<file path="config.mk">
export PLATFORM = sky130hd
export DESIGN_NAME = a_trace_wr_ctrl
export DESIGN_NICKNAME = d
export VERILOG_FILES = /design/src/rtl/a_trace_pkg.sv /design/src/rtl/a_trace_rd_seq.sv /design/src/rtl/a_trace_wr_ctrl.sv
export SDC_FILE = /design/constraint.sdc
export NUM_CORES = 1
export LEC_CHECK = 0
export ABC_AREA = 1
export CAP_MARGIN = 20
export CORE_ASPECT_RATIO = 1.2
export CORE_MARGIN = 2
export CORE_UTILIZATION = 43
export DETAILED_ROUTE_END_ITERATION = 7
export DONT_BUFFER_PORTS = 1
export GPL_TIMING_DRIVEN = 0
export PLACE_DENSITY_LB_ADDON = 0.25
export REMOVE_ABC_BUFFERS = 1
export SYNTH_ARGS = -nofsm -noshare
export SYNTH_HDL_FRONTEND = slang
export SYNTH_SLANG_ARGS = --single-unit
</file>
<file path="constraint.sdc">
create_clock -name clk -period 2 [get_ports clk]
set_clock_uncertainty 0.15 [all_clocks]
set_input_delay 0.3 -clock clk [delete_from_list [all_inputs] [get_ports clk]]
set_output_delay 0.3 -clock clk [all_outputs]
set_load 0.1 [all_outputs]
</file>
<file path="src/rtl/a_trace_pkg.sv">
// Shared types and defaults for the trace RAM capture controller.
// Optional timestamp build: define TRACE_TIMESTAMP_EN.
package a_trace_pkg;
  localparam int ADDR_W     = 13;
  localparam int DATA_W     = 64;
  localparam int FULL_LEVEL = 8183;
  localparam int TS_W       = 16;

  typedef enum logic [2:0] {
    S_IDLE    = 3'd0,
    S_ARMED   = 3'd1,
    S_CAPTURE = 3'd2,
    S_DONE    = 3'd3,
    S_READ    = 3'd4
  } state_t;
endpackage

</file>
<file path="src/rtl/a_trace_rd_seq.sv">
// Linear readout address generator with rd_valid/rd_last aligned to the
// RAM's registered output.
module a_trace_rd_seq #(
  parameter int ADDR_W = a_trace_pkg::ADDR_W
) (
  input  logic              clk,
  input  logic              rst_n,
  input  logic              start,
  input  logic [ADDR_W:0]   count,
  output logic [ADDR_W-1:0] rdaddr,
  output logic              rd_valid,
  output logic              rd_last
);
  localparam logic [ADDR_W:0] ONE = 1;

  logic active;
  logic at_end;

  assign at_end = ({1'b0, rdaddr} == count - ONE);

  always_ff @(posedge clk or negedge rst_n) begin
    if (!rst_n) begin
      active   <= 1'b0;
      rdaddr   <= '0;
      rd_valid <= 1'b0;
      rd_last  <= 1'b0;
    end else begin
      rd_valid <= active;
      rd_last  <= active && at_end;
      if (start) begin
        active <= 1'b1;
        rdaddr <= '0;
      end else if (active) begin
        if (at_end) active <= 1'b0;
        else        rdaddr <= rdaddr + 1'b1;
      end
    end
  end
endmodule

</file>
<file path="src/rtl/a_trace_wr_ctrl.sv">
// Trace capture controller in front of the 64x8192 trace RAM.
// Define TRACE_TIMESTAMP_EN to stamp stored words with a 16-bit cycle count.
module a_trace_wr_ctrl
  import a_trace_pkg::*;
#(
  parameter int ADDR_W     = a_trace_pkg::ADDR_W,
  parameter int DATA_W     = a_trace_pkg::DATA_W,
  parameter int FULL_LEVEL = a_trace_pkg::FULL_LEVEL
) (
  input  logic              clk,
  input  logic              rst_n,
  input  logic              arm,
  input  logic              stop,
  input  logic              trig,
  input  logic              sample_valid,
  input  logic [DATA_W-1:0] sample_data,
  input  logic              rd_start,
  output logic [DATA_W-1:0] ram_din,
  output logic              ram_wen,
  output logic [ADDR_W-1:0] ram_wraddr,
  output logic [ADDR_W-1:0] ram_rdaddr,
  output logic              rd_valid,
  output logic              rd_last,
  output logic [ADDR_W:0]   word_count,
  output logic              full,
  output logic              busy
);
  localparam logic [ADDR_W:0] FULL_CNT = (ADDR_W+1)'(FULL_LEVEL);

  state_t            state;
  logic              arm_take;
  logic              wr_take;
  logic              hit_full;
  logic              rd_go;
  logic [ADDR_W:0]   cnt_inc;
  logic [DATA_W-1:0] wdata;

  assign busy     = (state == S_ARMED) || (state == S_CAPTURE)
                 || (state == S_READ);
  assign arm_take = arm && ((state == S_IDLE) || (state == S_ARMED)
                 || (state == S_DONE));
  // In ARMED, stop outranks arm, which outranks the trigger sample.
  assign wr_take  = sample_valid
                 && (((state == S_ARMED) && trig && !stop && !arm)
                 || (state == S_CAPTURE));
  assign cnt_inc  = word_count + 1'b1;
  assign hit_full = wr_take && (cnt_inc == FULL_CNT);
  assign rd_go    = (state == S_DONE) && !arm && rd_start
                 && (word_count != '0);

`ifdef TRACE_TIMESTAMP_EN
  logic [TS_W-1:0] ts;
  logic [TS_W-1:0] stamp;

  // Stamp counts edges since arm, including the edge that takes the sample.
  assign stamp = ts + 1'b1;
  assign wdata = {stamp, sample_data[DATA_W-TS_W-1:0]};

  always_ff @(posedge clk or negedge rst_n) begin
    if (!rst_n)        ts <= '0;
    else if (arm_take) ts <= '0;
    else if (busy)     ts <= ts + 1'b1;
  end
`else
  assign wdata = sample_data;
`endif

  always_ff @(posedge clk or negedge rst_n) begin
    if (!rst_n) begin
      state      <= S_IDLE;
      word_count <= '0;
      full       <= 1'b0;
      ram_din    <= '0;
      ram_wen    <= 1'b0;
      ram_wraddr <= '0;
    end else begin
      ram_wen <= 1'b0;
      if (wr_take) begin
        ram_wen    <= 1'b1;
        ram_din    <= wdata;
        ram_wraddr <= word_count[ADDR_W-1:0];
        word_count <= cnt_inc;
      end
      if (arm_take) begin
        word_count <= '0;
        full       <= 1'b0;
      end
      unique case (state)
        S_IDLE: if (arm) state <= S_ARMED;
        S_ARMED: begin
          if (stop)          state <= S_DONE;
          else if (hit_full) begin
            state <= S_DONE;
            full  <= 1'b1;
          end
          else if (wr_take)  state <= S_CAPTURE;
        end
        S_CAPTURE: begin
          if (hit_full) begin
            state <= S_DONE;
            full  <= 1'b1;
          end
          else if (stop) state <= S_DONE;
        end
        S_DONE: begin
          if (arm)        state <= S_ARMED;
          else if (rd_go) state <= S_READ;
        end
        S_READ: if (rd_last) state <= S_DONE;
        default: state <= S_IDLE;
      endcase
    end
  end

  a_trace_rd_seq #(.ADDR_W(ADDR_W)) u_rd_seq (
    .clk      (clk),
    .rst_n    (rst_n),
    .start    (rd_go),
    .count    (word_count),
    .rdaddr   (ram_rdaddr),
    .rd_valid (rd_valid),
    .rd_last  (rd_last)
  );
endmodule

</file>
==> key figures <==
Outcome
  – Status: finished with violations
  – Failing checks: hold timing, setup timing

Flow run
  – MaxCap Viol Count: 0

Placed design
  – Placer Congestion: approximately 0.84
  – Post-DP HPWL: 9.406 mm
  – PortBufs: 0

Drt
  – Drt wl/cell: roughly 17 um
  – Drt first pass iters: 4
  – Drc violations: 0
  – Initial drt markers: 270
  – Wirelength, routed: roughly 16 mm
  – Via count: just under 5000
  – DR vias/cell: between 5 and 6
  – Post-route ant nets: 0

Yosys
  – Synth top cells by count: nand2_1 (307), dfrtp_1 (112), inv_1 (56)
  – Most common cell in the netlist: nand2_1
  – Post-synthesis sequential area ratio: 50.62%
  – Distinct cells, synth: 32
  – Post-synth top area share: 50.62%
  – FFs w/ async S/R, synth: between 90% and 100%
  – Synth area leaders: dfrtp_1 (51%), nand2_1 (21%), nand3_1 (3.9%), inv_1 (3.8%), xor2_1 (3.6%)
  – Most used DFF post-synth: dfrtp_1
  – EDFF count, synth: 0
  – Mean Syn Cell Area: ~8 um2
  – Mapped Cells: 708
  – Cell taking the most area after synthesis: dfrtp_1
  – Synthesized area: between 5000 and 6000 um2
  – Synth warn: 0
  – Flops & latches, synth: ~110

Clock network
  – Clock root buffer: clkbuf_16
  – CTS clk-pin slew, worst paths: roughly 0.080 ns
  – CTS Buf Count: 9
  – # hold bufs at CTS: 64
  – Clock latency on the worst-skew pair: ~0.35 ns
  – CTS tree: done
  – CTS H-tree depth: 3
  – Clock Tree Buf Depth: 2
  – Clk sinks: ~110

GRT
  – Vias in the first global route: slightly above 5000
  – Total gr overflow: 0
  – Initial antenna violation count: 0
  – Largest net degree at the start of global routing: 113
  – First-pass GRT wire length: roughly 25 mm
  – Overall Global Routing Usage: 23.16%

Setup path
  – Req. time, crit path: 2.13 ns
  – Most frequent cell on the critical path: nand3_1
  – CP startpoint kind: register
  – Crit-path cells: inv_4 -> ha_4 -> xor2_1 -> nand3_1 -> nor2_1 -> nand3_1 -> nor2_4 -> nand4_4 -> buf_12 -> nand2_8 -> nand3_2 -> nand2_2
  – Worst setup EP type: register
  – Worst path slowest cell: dfrtp_4
  – Critical path peak fanout: 7
  – Crit path arrival time: approximately 2.6 ns
  – CP bufs+invs: 2
  – Crit path max-delay family: simple AND/OR/NAND/NOR gates
  – Slowest stage delay, CP: 0.69 ns
  – CP Class: reg -> reg

Worst hold path
  – Hold Crit Class: in -> async

Timing
  – Rel. slew slack: 31.03%
  – RSZ-0062 raised after global routing: yes
  – Tcrit/Tclk final: 124.9%
  – Finish-stage setup viols: 20
  – Fin worst setup slack: -0.4986 ns
  – Fin. Hold Viols: between 100 and 150
  – Min Tclk post-route: 2.499 ns
  – Setup TNS: -8.085 ns
  – Hold_ws: -0.5087 ns
  – Max Slew Vio Count: 0
  – Fmax: about 400 MHz
  – Tightest Pin Transition: 1.034 ns

Layout
  – # diodes: 0
  – Area growth from synthesis to layout: 28.25%
  – Fillers: 1115
  – Layout cell share with drive strength beyond 1: roughly 15%
  – Layout Nets: roughly 850

Floorplan
  – IO Count: between 150 and 200
  – X dimension of the die: 107.6 um
  – Total Die Area: 13800 um2
  – Starting Density: approximately 44%
  – Die Y: 128.3 um
  – CORE AREA: about 13000 um2
  – FP Rows: 45
## routing by layer
metal / part of all wire [%] / wire length [um] / GRT usage (%) / vias to the layer above
met5: 0 / 0 / 0 / -
met1: 38 / 6001 / 26.40 / 2396
li1: - / - / - / 2345
met2: 53 / 8369 / 42.66 / 195
met4: 1.6 / 249 / 6.335 / 0
met3: 7.6 / 1203 / 5.999 / 24
## worst paths after layout
check | startpoint | end | slack (ns) | cells after the start
max in group asynchronous | rst_n | word_count[1] | 2.04 | 0
min reg2reg | state[0] | state[0] | 0.56 | 3
min | rst_n | u_rd_seq.rd_last | -0.51 | 0
max | word_count[1] | u_rd_seq.rdaddr[6] | -0.50 | 12
min in group clk | arm | full | 0.05 | 3
max reg2reg | word_count[1] | u_rd_seq.rdaddr[6] | -0.50 | 12
## cell families after synthesis
logic type	synth area share [%]
AO/OA/AOI/OAI	3.661
XOR/XNOR	4.565
adder cells (fa/ha/maj)	0.9040
buffers and inverters	6.960
flip-flops	50.62
AND/OR/NAND/NOR	33.29
## layout make-up
class                      instances  area, um2  share of cell area [%]
inverter                          63      276.5                   3.894
timing repair buffer              83      919.6                   12.95
tap                              164      205.2                   2.890
clock buffer                      10      229.0                   3.225
sequential                       112       2850                   40.14
clock inverter                     6      62.56                  0.8811
multi-input combinational        506       2549                   35.89
timing repair inverter             1      8.758                  0.1233
## cells in the final DEF, fill, tap and decap left out, drive strengths merged
master / n
a31oi: 2
nand4: 21
clkbuf: 10
inv: 64
buf: 19
nand3: 45
bufinv: 1
o21ai: 24
dlygate4sd3: 64
nand2: 312
ha: 4
xnor2: 4
clkinv: 4
o21bai: 1
nor2: 49
nor3: 9
clkinvlp: 1
o22ai: 8
o211ai: 1
dfrtp: 112
xor2: 24
a21oi: 1
nor4: 1
## stage by stage
| step | cell area, um2 | utilization (%) | cells | worst slack (ns) | hold WS [ns] |
|---|---|---|---|---|---|
| after global routing | 7101 | 56.30 | 945 | -0.6158 | -0.5250 |
| after detailed placement | 5707 | 45.25 | 847 | -1.250 | -0.1417 |
| after CTS | 7049 | 55.89 | 943 | -0.4529 | -0.5185 |
| after global placement | 5594 | 44.36 | 843 | -5.756 | -0.1399 |
| after floorplan | 5389 | - | 679 | -3.316 | -0.1456 |
| final | 7101 | 56.30 | 945 | -0.4986 | -0.5087 |
## worst reg2reg max path, stage by stage (launching register included)
cell	delay (ns)
dfrtp_4	0.69
inv_4	0.08
ha_4	0.28
xor2_1	0.14
nand3_1	0.11
nor2_1	0.09
nand3_1	0.12
nor2_4	0.17
nand4_4	0.15
buf_12	0.18
nand2_8	0.09
nand3_2	0.09
nand2_2	0.10
## state kept, by name, indices dropped and copies added (netlist names)
register	flops
state	3
u_rd_seq.rd_valid	1
full	1
word_count	14
ram_wraddr	13
u_rd_seq.rdaddr	13
ram_wen	1
u_rd_seq.rd_last	1
ram_din	64
u_rd_seq.active	1
## repair_timing
| item | CTS | global route |
|---|---|---|
| setup buffers | 11 | 4 |
| cloned | 5 | 0 |
| gates resized for setup | 70 | 21 |
| endpoints found under the hold margin | 176 | 112 |
| pin swaps | 10 | 20 |
| setup endpoints to repair | 112 | 57 |
Power is left out: the tool's default activity adds up to more than one toggle a clock period on the data nets, which glitch-free logic cannot reach.
